**src/rtl/adma_pkg.sv**
```systemverilog
// -----------------------------------------------------------------------------
// adma_pkg
// Shared types and helpers for the ADMA channel arbiters.
//   adma_chn_id_t  : channel index at the default channel count
//   adma_arb_st_e  : arbiter FSM states (IDLE / GRANT)
//   adma_quantum() : grants allowed per turn; a rate of 0 still earns one grant
// -----------------------------------------------------------------------------
package adma_pkg;

    localparam int ADMA_CHN_NUM   = 4;
    localparam int ADMA_CHN_ARB_W = 3;
    localparam int ADMA_CHN_ID_W  = $clog2(ADMA_CHN_NUM);

    // Wide enough for any realistic arbitration weight; callers cast in/out.
    localparam int ADMA_RATE_W    = 16;

    typedef logic [ADMA_CHN_ID_W-1:0] adma_chn_id_t;

    typedef enum logic {
        ARB_IDLE  = 1'b0,
        ARB_GRANT = 1'b1
    } adma_arb_st_e;

    function automatic logic [ADMA_RATE_W-1:0] adma_quantum(input logic [ADMA_RATE_W-1:0] rate);
        return (rate == '0) ? ADMA_RATE_W'(1) : rate;
    endfunction

endpackage

```
**src/rtl/adma_rr_pick.sv**
```systemverilog
// -----------------------------------------------------------------------------
// adma_rr_pick
// Combinational round-robin picker: finds the first set bit of i_elig scanning
// upward from i_start and wrapping modulo REQ_NUM.
//   i_elig  : request/eligibility vector, bit i = requester i
//   i_start : index scanned first
//   o_found : at least one bit of i_elig is set
//   o_idx   : index of the selected requester (0 when nothing is found)
// -----------------------------------------------------------------------------
module adma_rr_pick #(
    parameter  int REQ_NUM = 4,
    localparam int IDX_W   = $clog2(REQ_NUM)
) (
    input  logic [REQ_NUM-1:0] i_elig,
    input  logic [IDX_W-1:0]   i_start,
    output logic               o_found,
    output logic [IDX_W-1:0]   o_idx
);

    logic [2*REQ_NUM-1:0] w_dbl;
    logic [2*REQ_NUM-1:0] w_rot;
    logic [IDX_W:0]       w_sum;

    // Rotating a doubled copy right by i_start puts requester i_start at bit 0,
    // so a plain lowest-set-bit search gives the wrapped scan order.
    assign w_dbl = {i_elig, i_elig};
    assign w_rot = w_dbl >> i_start;

    always_comb begin
        o_found = 1'b0;
        o_idx   = '0;
        w_sum   = '0;
        // Scan from the far end so the nearest set bit is the last one written.
        for (int k = REQ_NUM - 1; k >= 0; k--) begin
            if (w_rot[k]) begin
                o_found = 1'b1;
                w_sum   = {1'b0, i_start} + (IDX_W+1)'(k);
                if (w_sum >= (IDX_W+1)'(REQ_NUM)) begin
                    w_sum = w_sum - (IDX_W+1)'(REQ_NUM);
                end
                o_idx = w_sum[IDX_W-1:0];
            end
        end
    end

endmodule

```
**src/rtl/adma_chn_arbiter.sv**
```systemverilog
// -----------------------------------------------------------------------------
// adma_chn_arbiter
// Weighted round-robin scheduler sharing the DMA's single burst-issue engine
// between DMA_CHN_NUM channels. Each selected channel gets up to its quantum
// (max(chn_arb_rate,1)) consecutive grants before the grant rotates.
//   aclk, areset   : clock, synchronous active-high reset
//   dma_en         : global enable; only blocks new selections
//   chn_ctrl_en[i] : per-channel enable
//   chn_arb_rate[i]: per-channel quantum (0 behaves as 1)
//   chn_req_i[i]   : channel i has a burst pending (in its accept cycle: another
//                    burst remains after this one)
//   grant_vld_o / grant_rdy_i : grant handshake towards the issue engine
//   grant_chn_o    : granted channel index
//   grant_oh_o     : one-hot grant, zero while grant_vld_o is low
//   grant_last_o   : grant is the last of the channel's current quantum
//   arb_busy_o     : FSM not idle
// -----------------------------------------------------------------------------
module adma_chn_arbiter
    import adma_pkg::*;
#(
    parameter  int DMA_CHN_NUM   = ADMA_CHN_NUM,
    parameter  int DMA_CHN_ARB_W = ADMA_CHN_ARB_W,
    localparam int DMA_CHN_ID_W  = $clog2(DMA_CHN_NUM)
) (
    input  logic                     aclk,
    input  logic                     areset,
    input  logic                     dma_en,
    input  logic                     chn_ctrl_en  [0:DMA_CHN_NUM-1],
    input  logic [DMA_CHN_ARB_W-1:0] chn_arb_rate [0:DMA_CHN_NUM-1],
    input  logic                     chn_req_i    [0:DMA_CHN_NUM-1],
    output logic                     grant_vld_o,
    input  logic                     grant_rdy_i,
    output logic [DMA_CHN_ID_W-1:0]  grant_chn_o,
    output logic [DMA_CHN_NUM-1:0]   grant_oh_o,
    output logic                     grant_last_o,
    output logic                     arb_busy_o
);

    adma_arb_st_e              r_state;
    logic [DMA_CHN_ID_W-1:0]   r_cur;
    logic [DMA_CHN_ARB_W-1:0]  r_credit;
    logic [DMA_CHN_ID_W-1:0]   r_rr_ptr;
    logic                      r_last;

    adma_arb_st_e              w_state_nxt;
    logic [DMA_CHN_ID_W-1:0]   w_cur_nxt;
    logic [DMA_CHN_ARB_W-1:0]  w_credit_nxt;
    logic [DMA_CHN_ID_W-1:0]   w_rr_ptr_nxt;
    logic                      w_last_nxt;

    logic [DMA_CHN_NUM-1:0]    w_elig;
    logic [DMA_CHN_ARB_W-1:0]  w_q [0:DMA_CHN_NUM-1];
    logic [DMA_CHN_ID_W-1:0]   w_cur_inc;
    logic                      w_accept;

    logic                      w_new_found;
    logic [DMA_CHN_ID_W-1:0]   w_new_idx;
    logic                      w_rot_found;
    logic [DMA_CHN_ID_W-1:0]   w_rot_idx;

    always_comb begin
        for (int i = 0; i < DMA_CHN_NUM; i++) begin
            w_elig[i] = dma_en & chn_ctrl_en[i] & chn_req_i[i];
            w_q[i]    = DMA_CHN_ARB_W'(adma_quantum(ADMA_RATE_W'(chn_arb_rate[i])));
        end
    end

    assign w_cur_inc = (r_cur == DMA_CHN_ID_W'(DMA_CHN_NUM - 1)) ? '0 : r_cur + DMA_CHN_ID_W'(1);
    assign w_accept  = (r_state == ARB_GRANT) & grant_rdy_i;

    // Fresh selection out of IDLE starts at the round-robin pointer.
    adma_rr_pick #(.REQ_NUM(DMA_CHN_NUM)) u_pick_new (
        .i_elig  (w_elig),
        .i_start (r_rr_ptr),
        .o_found (w_new_found),
        .o_idx   (w_new_idx)
    );

    // Rotation after a quantum ends scans from cur+1, so cur itself comes last.
    adma_rr_pick #(.REQ_NUM(DMA_CHN_NUM)) u_pick_rot (
        .i_elig  (w_elig),
        .i_start (w_cur_inc),
        .o_found (w_rot_found),
        .o_idx   (w_rot_idx)
    );

    always_comb begin
        w_state_nxt  = r_state;
        w_cur_nxt    = r_cur;
        w_credit_nxt = r_credit;
        w_rr_ptr_nxt = r_rr_ptr;
        w_last_nxt   = r_last;

        unique case (r_state)
            ARB_IDLE: begin
                if (w_new_found) begin
                    w_state_nxt  = ARB_GRANT;
                    w_cur_nxt    = w_new_idx;
                    w_credit_nxt = w_q[w_new_idx];
                    w_last_nxt   = (w_q[w_new_idx] == DMA_CHN_ARB_W'(1)) | ~chn_req_i[w_new_idx];
                end
            end
            ARB_GRANT: begin
                if (w_accept) begin
                    if ((r_credit > DMA_CHN_ARB_W'(1)) && w_elig[r_cur]) begin
                        // Quantum not exhausted and the channel still has work.
                        w_credit_nxt = r_credit - DMA_CHN_ARB_W'(1);
                        w_last_nxt   = (r_credit == DMA_CHN_ARB_W'(2)) | ~chn_req_i[r_cur];
                    end else begin
                        w_rr_ptr_nxt = w_cur_inc;
                        if (w_rot_found) begin
                            w_cur_nxt    = w_rot_idx;
                            w_credit_nxt = w_q[w_rot_idx];
                            w_last_nxt   = (w_q[w_rot_idx] == DMA_CHN_ARB_W'(1)) | ~chn_req_i[w_rot_idx];
                        end else begin
                            w_state_nxt = ARB_IDLE;
                        end
                    end
                end
            end
            default: begin
                w_state_nxt = ARB_IDLE;
            end
        endcase
    end

    always_ff @(posedge aclk) begin
        if (areset) begin
            r_state  <= ARB_IDLE;
            r_cur    <= '0;
            r_credit <= '0;
            r_rr_ptr <= '0;
            r_last   <= 1'b0;
        end else begin
            r_state  <= w_state_nxt;
            r_cur    <= w_cur_nxt;
            r_credit <= w_credit_nxt;
            r_rr_ptr <= w_rr_ptr_nxt;
            r_last   <= w_last_nxt;
        end
    end

    assign grant_vld_o  = (r_state == ARB_GRANT);
    assign grant_chn_o  = r_cur;
    assign grant_last_o = r_last;
    assign arb_busy_o   = (r_state != ARB_IDLE);

    always_comb begin
        grant_oh_o = '0;
        if (grant_vld_o) begin
            grant_oh_o[r_cur] = 1'b1;
        end
    end

endmodule

```
**config.mk**
```make
export PLATFORM = sky130hd
export DESIGN_NAME = adma_chn_arbiter
export DESIGN_NICKNAME = d
export VERILOG_FILES = /design/src/rtl/adma_pkg.sv /design/src/rtl/adma_rr_pick.sv /design/src/rtl/adma_chn_arbiter.sv
export SDC_FILE = /design/constraint.sdc
export NUM_CORES = 1
export LEC_CHECK = 0
export CORE_MARGIN = 2
export CORE_UTILIZATION = 47
export DETAILED_ROUTE_END_ITERATION = 12
export PLACE_DENSITY_LB_ADDON = 0.1
export SLEW_MARGIN = 15
export SYNTH_ARGS = -nofsm -noshare
export SYNTH_HDL_FRONTEND = slang
export SYNTH_SLANG_ARGS = --single-unit
```
**constraint.sdc**
```tcl
create_clock -name aclk -period 3.4 [get_ports aclk]
set_clock_uncertainty 0.1 [all_clocks]
set_input_delay 0.68 -clock aclk [delete_from_list [all_inputs] [get_ports aclk]]
set_output_delay 0.68 -clock aclk [all_outputs]
set_load 0.01 [all_outputs]
```
==> results of run 1 <==
-- logic make-up after synthesis --
| logic type | count (synthesis) | synth area share |
|---|---|---|
| and+or+nand+nor | 56 | 0.265 |
| AOI/OAI and AO/OA | 47 | 0.321 |
| buffers and inverters | 13 | 0.0472 |
| muxes | 11 | 0.125 |
| DFF | 9 | 0.158 |
| adders and majority gates | 7 | 0.0768 |
| xor gates and xnor gates | 1 | 0.00769 |
-- flip-flops by register name (all words and copies together), names as in the netlist --
signal / count
r_rr_ptr: 2
grant_chn_o: 2
r_credit: 3
grant_last_o: 1
arb_busy_o: 1
-- per-stage QoR --
step / cell area [um^2] / util
after floorplan: 1140 / -
after global placement: 1500 / 0.666
after detailed placement: 1500 / 0.666
after CTS: 1530 / 0.678
after global routing: 1530 / 0.678
final: 1530 / 0.678
-- power by group --
part / total (uW) / leakage, uW / internal (uW) / switching [uW]
clock: 83.0 / 0.0000150 / 45.3 / 37.7
combinational: 216 / 0.000495 / 108 / 107
sequential: 133 / 0.0000743 / 117 / 16.6
-- cell type report --
type	instances	area, um^2	share of cell area
multi-input combinational	122	906	0.593
inverter	8	30.0	0.0197
clock buffer	4	26.3	0.0172
sequential	9	180	0.118
tap	28	35.0	0.0229
timing repair buffer	36	350	0.229
-- cell usage in the layout, fill, tap and decap left out, drive strengths merged, types with 2 or more instances in the layout --
master,n
clkdlybuf4s50,32
nor2,17
a21oi,11
nand2,9
dfxtp,9
inv,8
ha,7
nand3,6
mux2i,6
and2,4
buf,4
a311oi,4
nor3,4
clkbuf,4
o21ai,3
and3,3
mux2,3
a2111oi,3
o2111a,2
nand3b,2
o22ai,2
o31a,2
a211oi,2
nand2b,2
nor4b,2
or3,2
mux4,2
-- how the worst min path moves through the flow --
stage	from	endpoint	slack, ns	depth (start not counted)
after floorplan	r_rr_ptr[0]	r_rr_ptr[0]	0.36	2
after global placement	r_rr_ptr[0]	r_rr_ptr[0]	0.41	2
after detailed placement	r_rr_ptr[0]	r_rr_ptr[0]	0.42	2
after CTS	r_rr_ptr[0]	r_rr_ptr[0]	0.43	2
after global routing	r_rr_ptr[0]	r_rr_ptr[0]	0.45	2
final	r_rr_ptr[0]	r_rr_ptr[0]	0.43	2
-- per-layer routing --
metal	routed length, um	vias up
met4	9	0
met3	286	4
met1	1450	600
li1	-	632
met2	1630	85
met5	0	-
-- worst max-delay path: cells and delay by family --
kind	cells	cell delay [ns]
AO/OA/AOI/OAI	3	0.73
multiplexers	2	0.50
buffers and inverters	1	0.65
AND/OR/NAND/NOR	2	0.54
==> run summary, run 1 <==
The number of nets produced by synthesis is between 150 and 200. Counting flops with a built-in enable in the synthesized netlist gives 0. At the worst endpoint, the arrival time is approximately 3.1 ns. The signed area change from the synthesized netlist to the final layout is 34.0%.

Setup repair after global routing left no endpoint under its margin. The number of post-CTS setup repair buffers came out at 0. The maximum VDD drop came out at 0.280 mV. The first global-routing pass estimated approximately 5500 um of wire. The CTS H-tree depth is 1. The largest driver fanout on the critical path is 10. Setup violations remaining at the end of the flow were counted as 0. The met3 routing resource usage after global routing is 0.0537. The analysis attributes to cell leakage a power of around 0.00058 uW. The flop and latch count out of synthesis came out at 9. The wire length after detailed routing came out at approximately 3400 um.

The via total after detailed routing is 1321. The number of antenna violations at the first check in global routing came out at 0. The post-CTS clock slew at the launch and capture registers of the worst setup and hold paths is 0.06 ns. The number of instances in the synthesized netlist came out at 144. In this run the critical register-to-register path is captured at r_credit[1]. The antenna diode count came out at 0.

The worst setup slack after layout came out at 0.327 ns. Measured in cells, the most critical reg-to-reg path has a length of 9. Yosys attributes the largest share of cell area to dfxtp_1 16%, ha_1 7.7%, nor2_1 5.6%. The design draws roughly 430 uW.

The sequential cell area fraction in the yosys report is 0.158. The number of max-capacitance violations reported came out at 0. In this design, the stage delay of the slowest critical-path cell is roughly 0.65 ns.

The cell with the most instances on the worst path is nand3_1. The wire length per cell is about 16 um. The cell accounting for the most synthesized area is dfxtp_1. The final-layout setup total negative slack came out at 0 ns. The normalized max-slew margin came out at 0.610. The min-delay analysis places its worst path in the category reg -> reg. For met2 alone, demand over resource in global routing was 0.426.

Dividing the final minimum period by the clock period gives 0.904. After detailed routing, the number of vias per cell comes to between 6 and 7. The post-CTS resize count is 0. The beginning of the worst register-to-register path is grant_chn_o[1].

The startpoint-to-endpoint class of the critical path is in -> reg. The final hold slack is around 0.43 ns. In this run the mean area of a mapped cell was ~7.9 um^2. The die outline width is about 53 um. The count of antenna-violating nets left after detailed routing came out at 0. The count of final hold-check violations is 0. The fmax is 0.325 GHz. Among all flip-flop cells after synthesis, the most frequent one is dfxtp_1. At the worst endpoint, the required time is ~3.4 ns. Counting flops with an async set or reset pin after synthesis yields a share of 0.

The number of distinct standard cells referenced by the synthesized netlist is 56. The count of pins over their slew limit is 0. The register-to-register setup slack came out at roughly 0.44 ns. The library cell contributing the largest single delay on the critical path is clkdlybuf4s50_1. The post-synthesis instance area came out at about 1100 um^2.

The number of global-route vias before repair came out at 1186. Across every metal layer, demand over resource in global routing totals 0.261. The total iterations of the first detailed-routing run came out at 5. The count of pins on the block boundary is 33. TritonCTS built the clock tree.

The initial core utilization is 0.506. The maximum number of pins on one net before global-route repair is 18. The most critical setup path has its startpoint at dma_en. The startpoint class of the critical path is an input pin. The number of nets in the finished design is 211. CTS saw 9 sinks. The number of standard-cell rows in the floorplan is 17.

Leaving out filler cells and counting taps, the final layout contains 207. For the pin with the worst max-slew slack, the measured transition is roughly 0.57 ns. The total placed cells including tap cells came out at ~200.

The fraction of final layout cells with drive strength greater than 1 is 0.0894. The die span in y is between 50 and 60 um. The share of synthesized area in the top cell type comes to 0.158.

The total clock buffers created by CTS is 3. Global routing finished with a remaining overflow of 0. The worst setup path is captured at a register. The area of the core is around 2300 um^2. The clock root buffer is clkbuf_4.

The most critical setup path has its endpoint at grant_last_o. After detailed routing, the number of remaining DRC violations is 0. Counting the fill cells in the layout gives 207. The number of buffers between clock root and the deepest sink came out at 2. met2 is the most crowded layer.

The die covers roughly 2800 um^2. The count of hold buffers inserted by post-cts repair is 0. The critical path goes through clkdlybuf4s50_1, nand3_1, o22ai_1, nand3_1, mux2i_1, mux2_2, a311o_1, o2bb2ai_1. The flow ran to the end, and the final reports show no timing, DRC or antenna violations. The DRC violation total after the first TritonRoute iteration came out at 70. The later-pin clock latency in the skew report is 0.26 ns.

Routability-driven placement finished with a final weighted congestion of roughly 1.0. The most common cell in the synthesized netlist is nor2_1. By count the netlist is led by 17 x nor2_1, 11 x a21oi_1, 9 x dfxtp_1, 9 x nand2_1, 8 x inv_1. The estimated wirelength of the detail-placed design came out at around 2600 um. For this run, global-route usage on met1 was measured as 0.357. The pre-CTS setup slack is roughly 0.066 ns. The count of warnings emitted by yosys is 0. The total of buffers placed on input and output ports is 32.

The final critical-path required period came out at 3.07 ns. The power per cell area is about 280 nW/um^2.
Power figures use the tool's default switching activity.
==> run 2: changes to the inputs <==
--- a/config.mk
+++ b/config.mk
@@ -9,6 +9,7 @@
 export CORE_UTILIZATION = 47
 export DETAILED_ROUTE_END_ITERATION = 12
 export PLACE_DENSITY_LB_ADDON = 0.1
+export SKIP_CTS_REPAIR_TIMING = 1
 export SLEW_MARGIN = 15
 export SYNTH_ARGS = -nofsm -noshare
 export SYNTH_HDL_FRONTEND = slang
==> results of run 2 <==
Final layout, timing and power as in run 1 (identical DEF).
